===== config.mk =====
export PLATFORM = sky130hd
export DESIGN_NAME = bridge_tx
export DESIGN_NICKNAME = d
export VERILOG_FILES = /design/src/rtl/bridge_tx.sv
export SDC_FILE = /design/constraint.sdc
export NUM_CORES = 1
export LEC_CHECK = 0
export ABC_AREA = 1
export CAP_MARGIN = 20
export CORE_MARGIN = 3
export CORE_UTILIZATION = 58
export CTS_CLUSTER_SIZE = 30
export DETAILED_ROUTE_END_ITERATION = 8
export PLACE_DENSITY = 0.83
export SLEW_MARGIN = 20
export SYNTH_ARGS = -nofsm -noshare
export SYNTH_HDL_FRONTEND = slang
export SYNTH_SLANG_ARGS = --single-unit

===== constraint.sdc =====
create_clock -name clk -period 3.3 [get_ports clk]
set_input_delay 0.495 -clock clk [delete_from_list [all_inputs] [get_ports clk]]
set_output_delay 0.495 -clock clk [all_outputs]
set_load 0.01 [all_outputs]

===== src/rtl/bridge_tx.sv =====
// Read-response serialiser: queues read data from the bus chain and emits each word
// to a byte-wide UART as "M", four uppercase hex digits, CR, LF.
module bridge_tx #(
    parameter int FIFO_DEPTH = 4
) (
    input  logic        clk,
    input  logic        rst,
    input  logic [15:0] data_i,
    input  logic        rw_i,
    input  logic        valid_i,
    output logic [7:0]  data_o,
    output logic        start_o,
    input  logic        done_i,
    output logic        busy_o,
    output logic        overflow_o
);

    localparam int AW = $clog2(FIFO_DEPTH);
    localparam int CW = AW + 1;

    typedef enum logic [1:0] {IDLE, SEND, WAIT} state_t;

    state_t        state_q;
    logic [2:0]    idx_q;
    logic [15:0]   word_q;
    logic [7:0]    data_q;
    logic          start_q;
    logic          busy_q;
    logic          overflow_q;

    logic [15:0]   mem_q [FIFO_DEPTH];
    logic [AW-1:0] wr_ptr_q, rd_ptr_q;
    logic [CW-1:0] count_q, count_d;

    logic          rd_req, full, push, pop, drop, frame_end, busy_d;
    logic [15:0]   head;

    function automatic logic [7:0] hex_char(input logic [3:0] n);
        return (n <= 4'd9) ? (8'h30 + {4'h0, n}) : (8'h37 + {4'h0, n});
    endfunction

    function automatic logic [7:0] frame_byte(input logic [15:0] w, input logic [2:0] i);
        case (i)
            3'd0:    return 8'h4D;
            3'd1:    return hex_char(w[15:12]);
            3'd2:    return hex_char(w[11:8]);
            3'd3:    return hex_char(w[7:4]);
            3'd4:    return hex_char(w[3:0]);
            3'd5:    return 8'h0D;
            default: return 8'h0A;
        endcase
    endfunction

    // A pop frees a slot in the same cycle, so a full queue still accepts a push then.
    always_comb begin
        rd_req    = valid_i && !rw_i;
        full      = (count_q == CW'(FIFO_DEPTH));
        pop       = (state_q == IDLE) && (count_q != '0);
        push      = rd_req && (!full || pop);
        drop      = rd_req && full && !pop;
        count_d   = count_q + CW'(push) - CW'(pop);
        head      = mem_q[rd_ptr_q];
        frame_end = (state_q == WAIT) && done_i && (idx_q == 3'd6);
        busy_d    = pop || ((state_q != IDLE) && !frame_end) || (count_d != '0);
    end

    // NOTE: queue storage carries no reset; the pointers and count alone define which entries are valid.
    always_ff @(posedge clk) begin
        if (push) begin
            mem_q[wr_ptr_q] <= data_i;
        end
    end

    always_ff @(posedge clk) begin
        if (rst) begin
            wr_ptr_q   <= '0;
            rd_ptr_q   <= '0;
            count_q    <= '0;
            overflow_q <= 1'b0;
            busy_q     <= 1'b0;
        end else begin
            if (push) wr_ptr_q <= wr_ptr_q + AW'(1);
            if (pop)  rd_ptr_q <= rd_ptr_q + AW'(1);
            if (drop) overflow_q <= 1'b1;
            count_q <= count_d;
            busy_q  <= busy_d;
        end
    end

    always_ff @(posedge clk) begin
        if (rst) begin
            state_q <= IDLE;
            idx_q   <= '0;
            word_q  <= '0;
            data_q  <= '0;
            start_q <= 1'b0;
        end else begin
            case (state_q)
                IDLE: begin
                    if (pop) begin
                        word_q  <= head;
                        idx_q   <= '0;
                        data_q  <= frame_byte(head, 3'd0);
                        start_q <= 1'b1;
                        state_q <= SEND;
                    end
                end
                SEND: begin
                    start_q <= 1'b0;
                    state_q <= WAIT;
                end
                WAIT: begin
                    if (done_i) begin
                        if (idx_q == 3'd6) begin
                            state_q <= IDLE;
                        end else begin
                            idx_q   <= idx_q + 3'd1;
                            data_q  <= frame_byte(word_q, idx_q + 3'd1);
                            start_q <= 1'b1;
                            state_q <= SEND;
                        end
                    end
                end
                default: state_q <= IDLE;
            endcase
        end
    end

    assign data_o     = data_q;
    assign start_o    = start_q;
    assign busy_o     = busy_q;
    assign overflow_o = overflow_q;

endmodule


==> reports/qor.csv <==
metric,value,unit
run status,finished clean,
Post-synth EDFFs,64,
Startpoint Class,primary input,
Area Growth Syn to Fin,12.84,%
WP data arrival,2770,ps
P per Cell Area,750.7,mW/mm2
# DRC,0,
GPL Wtd Cong,0.9487,
Tcrit/Tclk final,75.14,%
fmax,403.3,MHz
Root Driver,clkbuf_8,
placed cell count,595,
Die H,94.58,um
Peak supply drop,0.4449,mV
CP top delay family,adder cells,
Worst-Margin Slew,783.4,ps
Post-DP HPWL,6115,um
clk_skew,8.783,ps
CP peak stage delay,450,ps
sequential fraction of the synthesis area,58.95,%
most frequent CP cell,inv_1,
DR vias,3387,
share of layout cells above drive strength 1,5.859,%
Filler cells,593,
WP data required,3590,ps
Core ar.,0.007447,mm2
Post-Layout Inst Area,0.005135,mm2
# port buffers,30,
"flops & latches, synth",102,
post-synth top area cell,edfxtp_1,
CP Cell Sequence,clkdlybuf4s50_1 > inv_1 > nor2_1 > nand2_1 > ha_1 > inv_1 > ha_1 > inv_1 > fa_1 > xnor2_1 > xor2_1 > inv_1 > a41oi_1,
Starting Density,61.11,%
first-pass GRT wire length,14970,um
GRT Resource Usage Total,21.88,%
final hold slack,470.7,ps
Clock Pin Slew Worst Setup and Hold Paths,100,ps
synth top area cells,"edfxtp_1 (42%), dfxtp_1 (17%), nor2_1 (7.4%)",
Iteration-0 DRC Markers,268,
io pins,32,
Final min period,2480,ps
clock buffer depth,2,
WL/cell,14.87,um
DIE AREA,0.008944,mm2
synth unique cells,32,
Synth async-reset ratio,0,%
cts repair resizes,0,
Post-Synthesis Cells,476,
later-pin clock latency in the skew report,360,ps
max-cap violation count,0,
Setup TNS,0,ps
CTS Hold Buffers Added,0,
number of global-route vias before repair,3226,
via-per-instance ratio,5.543,
post-CTS setup buffer count,0,
Pre-antenna DRT Iters,5,
row count,31,
Area after DPL,0.004950,mm2
Max Slew Vio Count,0,
die width,94.58,um
Final nets,549,
register area,0.002683,mm2
post-synthesis cell area,0.004551,mm2
endpoints failing hold,0,
Rel. slew slack,47.72,%
Final Total Pwr,3.855,mW
diodes inserted,0,
crit-path max FO,9,
Hold Crit Class,reg -> reg,
final setup violation count,0,
syn avg cell area,9.560,um2
clock sinks,102,
largest net degree at the start of global routing,35,
area of the multi-input gates,0.001595,mm2
area share of the largest cell type after synthesis,42.23,%
Post-Syn Nets,518,
CTS tree,built,
critical path class,in -> reg,
worst path bufs/invs,5,
Post-Layout Cell Count,611,
dominant synthesized flop cell,edfxtp_1,
GR Overflow Total,0,
Yosys warning count,0,
antenna-violating nets left,0,
initial antenna violation count,0,
"slowest stage cell, crit path",clkdlybuf4s50_1,
unrepaired setup endpoints after global routing,false,
Leak Pwr,1.967,nW
cts bufs inserted,9,
# H-tree levels,3,
final wirelength,9088,um
Setup crit end kind,flip-flop,
## per-layer routing
layer  global-route usage, %  wire (um)  up-vias
met1                   27.92       3948     1586
met3                   4.940        580       17
met2                   37.71       4449      109
met4                   5.889        109        0
met5                       0          0        -
li1                        -          -     1675
## layout by cell type (no fill, tap or decap), types with 3 or more instances in the layout
| cell type | count |
|---|---|
| inv_6 | 4 |
| edfxtp_1 | 64 |
| nor3_1 | 3 |
| clkbuf_8 | 9 |
| ha_1 | 20 |
| o21bai_1 | 3 |
| a21oi_1 | 13 |
| clkdlybuf4s50_1 | 30 |
| inv_1 | 49 |
| nand2_1 | 46 |
| dfxtp_1 | 38 |
| buf_4 | 7 |
| a31oi_1 | 17 |
| nor2_1 | 90 |
| o21ai_0 | 63 |
| nand3_1 | 28 |
| nand4_1 | 7 |
## through the flow
| step | setup WS, ps | utilization (%) |
|---|---|---|
| after global routing | 654.5 | 68.95 |
| after floorplan | 946.6 | - |
| after global placement | 518.1 | 66.47 |
| after detailed placement | 431.4 | 66.47 |
| after CTS | 829.8 | 68.95 |
| final | 820.2 | 68.95 |
## final timing paths
| check | start | end | slack [ps] | depth (start not counted) |
|---|---|---|---|---|
| setup / recovery | valid_i | busy_o$_SDFF_PP0_ | 820 | 13 |
| hold reg to reg | start_o$_SDFFE_PP0P_ | start_o$_SDFFE_PP0P_ | 470 | 2 |
| hold / removal | start_o$_SDFFE_PP0P_ | start_o$_SDFFE_PP0P_ | 470 | 2 |
| setup reg to reg | count_q[2]$_SDFF_PP0_ | busy_o$_SDFF_PP0_ | 860 | 13 |
## logic make-up (layout without fill, tap and decap cells)
kind of cell               count (synthesis)  after routing  share of synthesized area (%)
and+or+nand+nor                          181            181                          16.80
DFF                                      102            102                          58.95
AOI/OAI and AO/OA                        100            100                          11.85
buffers and inverters                     69            105                          5.994
adders and majority gates                 21             21                          5.939
xor gates and xnor gates                   2              2                         0.3850
other                                      1              1                        0.08241
## cells in the mapped netlist (2+ instances only)
cell and number:
nand4_1 7, inv_2 2, nand2_2 2, nand2_1 46
buf_4 2, edfxtp_1 64, nand3_1 28, inv_1 49
nor2_1 90, clkbuf_1 10, o21bai_1 3, a21oi_1 13
ha_1 20, dfxtp_1 38, nor3_1 3, o21ai_0 63
buf_2 5, a31oi_1 17
## cell type report
class	instances	area share (%)
sequential	102	52.24
multi-input combinational	305	31.07
timing repair buffer	37	6.871
clock buffer	10	2.485
clock inverter	6	1.121
inverter	52	3.801
tap	99	2.412
## report_power, final
| group | switching [mW] | internal (mW) |
|---|---|---|
| registers | 0.167 | 1.56 |
| logic | 0.883 | 0.500 |
| clock network | 0.446 | 0.296 |
## worst register-to-register path, cell delays in order (launching register included)
cell and delay (ps):
dfxtp_1 370, inv_1 80, nor3_1 210, nand2_1 80, nand2_1 210, ha_1 280
inv_1 60, ha_1 130, inv_1 50, fa_1 380, xnor2_1 180, xor2_1 150
inv_1 60, a41oi_1 130
## registers in the layout, indices dropped and copies added, names as in the netlist, 2 cells and up
signal	count
mem_q	64
idx_q	3
wr_ptr_q	2
count_q	3
word_q	16
rd_ptr_q	2
data_o	7
state_q	2
Note: power is estimated with default switching activity, not from simulation.
